## config.mk

```make
export PLATFORM = sky130hd
export DESIGN_NAME = anim_sequencer
export DESIGN_NICKNAME = d
export VERILOG_FILES = /design/src/rtl/fighter_anim_pkg.sv /design/src/rtl/anim_channel.sv /design/src/rtl/anim_sequencer.sv
export SDC_FILE = /design/constraint.sdc
export NUM_CORES = 1
export LEC_CHECK = 0
export BUFFER_PORTS_ARGS = -buffer_cell sky130_fd_sc_hd__buf_4
export CELL_PAD_IN_SITES_DETAIL_PLACEMENT = 0
export CELL_PAD_IN_SITES_GLOBAL_PLACEMENT = 1
export CORE_MARGIN = 1.5
export CORE_UTILIZATION = 39
export DETAILED_ROUTE_END_ITERATION = 7
export GPL_TIMING_DRIVEN = 0
export PLACE_DENSITY_LB_ADDON = 0.1
export SLEW_MARGIN = 15
export SYNTH_ARGS = -nofsm -noshare
export SYNTH_HDL_FRONTEND = slang
export SYNTH_SLANG_ARGS = --single-unit
export TNS_END_PERCENT = 5
```

## constraint.sdc

```tcl
create_clock -name clk -period 3.1 [get_ports clk]
set_input_delay 0.62 -clock clk [delete_from_list [all_inputs] [get_ports clk]]
set_output_delay 0.62 -clock clk [all_outputs]
set_load 0.05 [all_outputs]
```

## src/rtl/fighter_anim_pkg.sv

```systemverilog
// Shared encodings and the constant animation table
// used by the fighter animation sequencer.
package fighter_anim_pkg;

  typedef enum logic [3:0] {
    ST_IDLE = 4'd0,
    ST_WALK = 4'd1,
    ST_JUMP = 4'd2,
    ST_ATK1 = 4'd3,
    ST_ATK2 = 4'd4,
    ST_HIT  = 4'd5
  } anim_state_e;

  typedef enum logic [1:0] {
    M_LOOP    = 2'd0,
    M_HOLD    = 2'd1,
    M_ONESHOT = 2'd2
  } anim_mode_e;

  typedef struct packed {
    logic [11:0] base;
    logic [7:0]  frames;
    logic [7:0]  hold;
    anim_mode_e  mode;
  } anim_row_t;

  // Unlisted state codes fall back to the idle row.
  function automatic anim_row_t anim_lookup(
    input logic [31:0] st
  );
    anim_row_t r;
    r = '{12'h000, 8'd4, 8'd8, M_LOOP};
    case (st)
      32'(ST_WALK): r = '{12'h010, 8'd6, 8'd4, M_LOOP};
      32'(ST_JUMP): r = '{12'h020, 8'd1, 8'd1, M_HOLD};
      32'(ST_ATK1): r = '{12'h030, 8'd5, 8'd3, M_ONESHOT};
      32'(ST_ATK2): r = '{12'h040, 8'd7, 8'd3, M_ONESHOT};
      32'(ST_HIT):  r = '{12'h050, 8'd1, 8'd1, M_HOLD};
      default:      r = '{12'h000, 8'd4, 8'd8, M_LOOP};
    endcase
    return r;
  endfunction

endpackage

```

## src/rtl/anim_channel.sv

```systemverilog
// One fighter's animation timing: hold counter, frame
// index, one-shot tracking and the registered sprite id.
module anim_channel
  import fighter_anim_pkg::*;
#(
  parameter int STATE_W = 4,
  parameter int FRAME_W = 6,
  parameter int ID_W    = 12,
  parameter int HOLD_W  = 4
) (
  input  logic               clk,
  input  logic               rst,
  input  logic               tick_i,
  input  logic [STATE_W-1:0] state_i,
  output logic [ID_W-1:0]    sprite_o,
  output logic [FRAME_W-1:0] frame_o,
  output logic               done_o,
  output logic               busy_o
);

  logic [STATE_W-1:0] cur_q, cur_d;
  logic [FRAME_W-1:0] frame_q, frame_d;
  logic [HOLD_W-1:0]  hold_q, hold_d;
  logic [ID_W-1:0]    sprite_q, sprite_d;
  logic               busy_q, busy_d;
  logic               done_q, done_d;

  logic               chg;
  logic [STATE_W-1:0] sel;
  anim_row_t          row;
  logic [FRAME_W-1:0] last_frame;
  logic [HOLD_W-1:0]  hold_last;
  logic               spent;

  // One table lookup serves both the new state on a
  // change and the current state otherwise.
  always_comb begin
    chg        = (state_i != cur_q);
    sel        = chg ? state_i : cur_q;
    row        = anim_lookup(32'(sel));
    last_frame = FRAME_W'(row.frames - 8'd1);
    hold_last  = HOLD_W'(row.hold - 8'd1);
    spent      = (row.mode == M_ONESHOT) && !busy_q;
  end

  // Next-state: a state change beats a same-cycle tick.
  always_comb begin
    cur_d   = cur_q;
    frame_d = frame_q;
    hold_d  = hold_q;
    busy_d  = busy_q;
    done_d  = 1'b0;
    if (chg) begin
      cur_d   = state_i;
      frame_d = '0;
      hold_d  = '0;
      busy_d  = (row.mode == M_ONESHOT);
    end else if (tick_i && !spent) begin
      if (hold_q < hold_last) begin
        hold_d = hold_q + HOLD_W'(1);
      end else begin
        hold_d = '0;
        unique case (row.mode)
          M_LOOP: begin
            if (frame_q == last_frame)
              frame_d = '0;
            else
              frame_d = frame_q + FRAME_W'(1);
          end
          M_ONESHOT: begin
            if (frame_q < last_frame) begin
              frame_d = frame_q + FRAME_W'(1);
            end else begin
              done_d = 1'b1;
              busy_d = 1'b0;
            end
          end
          default: frame_d = frame_q;
        endcase
      end
    end
  end

  // Sprite follows the state and frame of the same edge.
  always_comb begin
    sprite_d = ID_W'(row.base) + ID_W'(frame_d);
  end

  // Channel registers, cleared asynchronously.
  always_ff @(posedge clk or posedge rst) begin
    if (rst) begin
      cur_q    <= '0;
      frame_q  <= '0;
      hold_q   <= '0;
      sprite_q <= '0;
      busy_q   <= 1'b0;
      done_q   <= 1'b0;
    end else begin
      cur_q    <= cur_d;
      frame_q  <= frame_d;
      hold_q   <= hold_d;
      sprite_q <= sprite_d;
      busy_q   <= busy_d;
      done_q   <= done_d;
    end
  end

  assign sprite_o = sprite_q;
  assign frame_o  = frame_q;
  assign done_o   = done_q;
  assign busy_o   = busy_q;

endmodule

```

## src/rtl/anim_sequencer.sv

```systemverilog
// Multi-channel animation sequencer: one independent
// anim_channel per fighter, ports flattened.
module anim_sequencer
  import fighter_anim_pkg::*;
#(
  parameter int N_CH    = 2,
  parameter int STATE_W = 4,
  parameter int FRAME_W = 6,
  parameter int ID_W    = 12,
  parameter int HOLD_W  = 4
) (
  input  logic                    clk,
  input  logic                    rst,
  input  logic                    frame_tick,
  input  logic [N_CH*STATE_W-1:0] anim_state,
  output logic [N_CH*ID_W-1:0]    sprite_id,
  output logic [N_CH*FRAME_W-1:0] anim_frame,
  output logic [N_CH-1:0]         anim_done,
  output logic [N_CH-1:0]         anim_busy
);

  // Channels share only the clock, reset and tick.
  for (genvar k = 0; k < N_CH; k++) begin : g_ch
    anim_channel #(
      .STATE_W (STATE_W),
      .FRAME_W (FRAME_W),
      .ID_W    (ID_W),
      .HOLD_W  (HOLD_W)
    ) u_ch (
      .clk      (clk),
      .rst      (rst),
      .tick_i   (frame_tick),
      .state_i  (anim_state[k*STATE_W +: STATE_W]),
      .sprite_o (sprite_id[k*ID_W +: ID_W]),
      .frame_o  (anim_frame[k*FRAME_W +: FRAME_W]),
      .done_o   (anim_done[k]),
      .busy_o   (anim_busy[k])
    );
  end

endmodule
```

# Word level (Yosys, flattened, before mapping)
# Index checks and enable logic that the tools add are counted.
# W data, S select, Z words.
word_totals:
  word_cells: 104
  n_memories: 0
  inputBits: 11
  regBits: 56
  out_inout_bits: 40
  romBits: 0
  ramBits: 0
  latch_bits: 0
op_classes:
  shift: 0
  div_mod_pow: 0
  reduce_logical: 16
  addsub: 10
  muxes: 42
  multipliers: 0
  order_cmp: 4
  eq_ne: 20
  bitwise: 0
op_table:
  columns: ["cell", "n"]
  rows:
  - ["$pmux W25 S5", 2]
  - ["$mux W6", 10]
  - ["$mux W4", 8]
  - ["$pmux W6 S2", 2]
  - ["$mux W1", 20]
  - ["$add A7 B6 Y8", 2]
  - ["$eq A4 B2 Y1 const B", 4]
  - ["$eq A4 B3 Y1 const B", 4]
  - ["$add A6 B1 Y6 const B", 2]
  - ["$eq A6 B6 Y1", 2]
  - ["$lt A6 B6 Y1", 2]
  - ["$sub A6 B1 Y6 const B", 2]
  - ["$add A4 B1 Y4 const B", 2]
  - ["$eq A4 B1 Y1 const B", 2]
  - ["$lt A4 B4 Y1", 2]
  - ["$ne A2 B1 Y1 const B", 4]
  - ["$ne A4 B4 Y1", 2]
  - ["$reduce_and A4 Y1", 2]
  - ["$reduce_bool A2 Y1", 4]
  - ["$sub A4 B1 Y4 const B", 2]
  - ["$eq A2 B2 Y1 const B", 2]
  - ["$logic_and A1 B1 Y1", 4]
  - ["$logic_not A1 Y1", 4]
  - ["$logic_not A2 Y1", 2]

# Longest topological paths before layout
logic_depth:
  ltp_word: 12
  depth_mapped: 16
  depth_no_buf: 15

# Hierarchy
# A second synthesis with hierarchy kept.
unflattened:
  cells_unflattened: 329
  hier_area_um2: 3086.7
by_module_without_submodules:
  columns: ["module", "n_inst", "seq_area_each_um2", "area_per_inst_um2", "cells_per_inst"]
  rows:
  - ["anim_channel (g_ch[1].u_ch)", 1, 500.5, 1599.0, 168]
  - ["anim_channel (g_ch[0].u_ch)", 1, 500.5, 1487.7, 161]

# Worst setup path after synthesis
# No wires, ideal clock.
synth_path:
  kind: "input to register"
  start: "input anim_state[3]"
  end: "register g_ch[0].u_ch.sprite_q[6]"
  stages: 16
  arrival_ns: 3.649
  t_required_ns: 2.978
  path_slack_ns: -0.672
  setup_time_ns: 0.122
  n_path_buf: 1
  path_cell_list: "buf_6 or2_2 o22ai_4 inv_2 ha_1 xnor2_1 ha_1 nor4_1 a22o_2 nor3_4 and3_1 nor4_1 ha_1 inv_1 fa_1 xnor2_1"
synth_between:
  elab_chain_cells: 12
  elab_cells_between_ends: 25
  cone_classes: "3 x add/sub; 2 x order compare; 8 x eq/ne; 8 x mux; 4 x reduce/logical"
synth_rtl:
  columns: ["element", "line_no", "rtl"]
  rows:
  - ["start, declared", "anim_sequencer.sv:15", "input logic [N_CH*STATE_W-1:0] anim_state,"]
  - ["$ne A4 B4 Y1", "anim_channel.sv:38", "chg = (state_i != cur_q);"]
  - ["$mux W4", "anim_channel.sv:39", "sel = chg ? state_i : cur_q;"]
  - ["$eq A4 B3 Y1 (tied with other cells)", "fighter_anim_pkg.sv:33", "case (st)"]
  - ["$pmux W25 S5", "fighter_anim_pkg.sv:33", null]
  - ["$sub A6 B1 Y6", "anim_channel.sv:41", "last_frame = FRAME_W'(row.frames - 8'd1);"]
  - ["$lt A6 B6 Y1 / $eq A6 B6 Y1 (equally long branches)", "anim_channel.sv:71, anim_channel.sv:65", null]
  - ["$mux W6, on equally long branches", "anim_channel.sv:71, anim_channel.sv:65", null]
  - ["$pmux W6 S2", "anim_channel.sv:63", "unique case (row.mode)"]
  - ["$mux W6", "anim_channel.sv:59", "if (hold_q < hold_last) begin"]
  - ["$mux W6", "anim_channel.sv:58", "end else if (tick_i && !spent) begin"]
  - ["$mux W6 *", "anim_channel.sv:53", "if (chg) begin"]
  - ["via g_ch[0].u_ch.frame_d[4]", "anim_channel.sv:22", "logic [FRAME_W-1:0] frame_q, frame_d;"]
  - ["$add A7 B6 Y8 *", "anim_channel.sv:86", "sprite_d = ID_W'(row.base) + ID_W'(frame_d);"]
  - ["via g_ch[0].u_ch.sprite_d[6]", "anim_channel.sv:24", "logic [ID_W-1:0] sprite_q, sprite_d;"]
  - ["end signal, assigned", "anim_channel.sv:102", "sprite_q <= sprite_d;"]
  - ["end, declared", "anim_channel.sv:24", null]
# Mark *: on every way through the listed nets, which the timed path passes. The rest lies on a longest branch.
# A chain may end at the register's enable or synchronous reset.

# Final worst setup path
layout_path:
  start: "input anim_state[0]"
  end: "register g_ch[0].u_ch.sprite_q[5]"
# Same word-level chain as after synthesis.

==> metrics <==
outcome finished with violations; violated checks negative setup slack; total wire length 6660 um; sequential fraction of the synthesis area 34.6%; reg2reg start g_ch[0].u_ch.frame_o[1]; Worst R2R Path Depth 12; first-pass GRT wire length 11200 um; count leader, synth dfrtp_1; CP peak stage delay 0.53 ns; placed cell area 0.00347 mm^2; DRC viols 0; Synth-to-Final Area Change 36.0%; die span in x 89.1 um; r2r endpoint g_ch[0].u_ch.sprite_o[5]; Antenna Cells 0; via/cell ratio 4.90; Synth top area share 34.6%; Hold Fails Final Rpt 0; Place WS -1.01 ns; CP top delay family adder cells; EDFF count, synth 0; H-tree depth 2; average wire per standard cell 13.9 um; Yosys reg bits 40; I/O Buffers 39; most used cell, CP inv_2; Max-Cap Viols 0; Starting DRT DRC Count 40; headroom to the max-slew limit 60.6%; Final WS setup -0.396 ns; fin nets 422; P per Cell Area 302 mW/mm^2; Critical Path Source Type input pin; GRT Overall Usage 18.4%; root buffer cell clkbuf_8; # fillers 676; placed insts 449; clk buf depth 2; clk sink count 40; Max Slew Vio Count 0; Initial Utilization 40.1%; Post-DRT Antenna Nets 0; minimum clock period 3.50 ns; Syn Std Cell Area 0.00289 mm^2; R2R setup slack 0.31 ns; Primary FF master, synth dfrtp_1; CP max-delay cell fa_2; asr flop ratio synth 100%; Worst setup endpoint g_ch[0].u_ch.sprite_o[5]; most common library cells after synthesis dfrtp_1 (40), ha_1 (30), buf_4 (20), a21oi_1 (19), nor2_1 (17); initial antenna violation count 0; Leak 0.00180 uW; die area 0.00794 mm^2; Netlist cell types 64; worst-margin pin slew 0.592 ns; gpl congestion 0.787; row cnt 31; final critical-path share of the clock period 113%; die height 89.1 um; CTS Hold Buffers Added 0; critical-path maximum fanout 5; crit path cell chain buf_6 -> or2_4 -> o22ai_4 -> inv_4 -> ha_4 -> ha_1 -> nor4_1 -> a22o_2 -> nor3_4 -> and3_1 -> nor4_4 -> ha_2 -> inv_2 -> fa_2 -> inv_2; Setup TNS -1.80 ns; Crit Path Category input pin to flop; synth top area cells dfrtp_1 (35%), ha_1 (13%), buf_4 (5.2%); VDD IR max 155 uV; Synth Area per Inst 9.64 um^2; # IOs 51; Synth warnings 0; CTS clk-pin slew, worst paths 0.08 ns; first-pass iteration count of the detailed router 4; Max Clk Rate 0.286 GHz; Worst-Skew Late Latency 0.29 ns; Syn Inst Count 300; critical path buffer and inverter count 4; GR Overflow Total 0; pin count of the biggest net entering global routing 26; layout cell share with drive strength beyond 1 40.3%; final instance area 0.00393 mm^2; total number of vias 2349; Final setup viols 6; core box area 0.00721 mm^2; Worst EP arrival 3.69 ns; Final Util 54.5%; TritonCTS clock tree yes; Final Skew 0.00600 ns; HP Class input pin to asynchronous set/reset pin; Levels on crit path 15; RSZ-0062 raised after global routing true; nature of the critical path endpoint flop; fin cells 479; dpl hpwl 4700 um; critical path data required time 3.30 ns; area leader, netlist dfrtp_1; Worst setup startpoint anim_state[0]; number of global-route vias before repair 2392; TritonCTS buffer count 5
-- power breakdown --
part / switching, uW / internal, uW / total (uW)
sequential: 6.14 / 532 / 538
clock: 188 / 178 / 365
combinational: 161 / 122 / 283
-- cells in the final DEF, fill, tap and decap left out, types with 6 or more instances in the layout --
cell type	n
nand2_1	13
ha_1	20
nand4_1	6
buf_4	79
inv_1	11
conb_1	12
dfrtp_1	40
clkbuf_8	6
clkbuf_1	9
o21ai_0	8
ha_4	8
nor3_1	7
a21oi_1	18
nor2_1	16
xnor2_1	13
-- cell type report --
class	count	area [um^2]	area share, %
buffer	37	272	6.90
clock buffer	6	82.6	2.10
clock inverter	2	10.0	0.255
inverter	16	62.6	1.59
multi-input combinational	217	1900	48.2
sequential	40	1000	25.5
tap	99	124	3.15
timing repair buffer	62	485	12.3
-- metrics by stage --
step,hold WS (ns),total power [uW]
5_1_grt,0.312,1250
3_5_place_dp,0.543,789
2_1_floorplan,0.513,734
3_3_place_gp,0.538,784
4_1_cts,0.300,1200
6_report,0.307,1190
-- flip-flops by register name, indices dropped and copies added (netlist names) --
signal              cells
g_ch.u_ch.hold_q        8
g_ch.u_ch.sprite_o      8
g_ch.u_ch.frame_o      12
g_ch.u_ch.cur_q         8
g_ch.u_ch.busy_o        2
g_ch.u_ch.done_o        2
-- kinds of logic after synthesis --
| group | count (synthesis) | share of synthesized area, % |
|---|---|---|
| compound gates | 68 | 17.1 |
| fa+ha+maj | 32 | 14.4 |
| simple gates | 88 | 18.0 |
| xor+xnor | 15 | 4.54 |
| flops | 40 | 34.6 |
| other cells | 2 | 0.260 |
| mux | 2 | 0.736 |
| buf+inv | 53 | 10.4 |
-- worst reg2reg max path, delay by kind of cell, from the launching register on --
| kind | cells | cell delay, ns |
|---|---|---|
| DFF | 1 | 0.47 |
| adders and majority gates | 3 | 1.12 |
| and+or+nand+nor | 2 | 0.30 |
| buffers and inverters | 4 | 0.36 |
| AOI/OAI and AO/OA | 3 | 0.46 |
-- metal layers --
metal / wire length [um] / track usage [%] / vias to the layer above / part of all wire (%)
met4: 54 / 4.48 / 0 / 0.81
met1: 2980 / 23.0 / 1104 / 45
met3: 264 / 3.51 / 4 / 4.0
met2: 3360 / 32.8 / 43 / 50
li1: - / - / 1198 / -
met5: 0 / 0 / - / 0
-- worst min-delay path by stage --
stage,start,to,slack [ns],cells past startpoint
3_5_place_dp,g_ch[0].u_ch.hold_q[3],g_ch[0].u_ch.hold_q[3],0.54,2
3_3_place_gp,g_ch[0].u_ch.hold_q[3],g_ch[0].u_ch.hold_q[3],0.54,2
5_1_grt,rst,g_ch[0].u_ch.cur_q[0],0.31,2
4_1_cts,rst,g_ch[0].u_ch.cur_q[3],0.30,2
2_1_floorplan,g_ch[0].u_ch.hold_q[3],g_ch[0].u_ch.hold_q[3],0.51,2
6_report,rst,g_ch[0].u_ch.cur_q[3],0.31,2
-- repair_timing --
item                       4_1_cts  5_1_grt
setup endpoints to repair       10        9
resized for setup               30        6
buffers inserted                17        5
pin swaps                       24       16
Note: power is estimated with default switching activity, not from simulation.
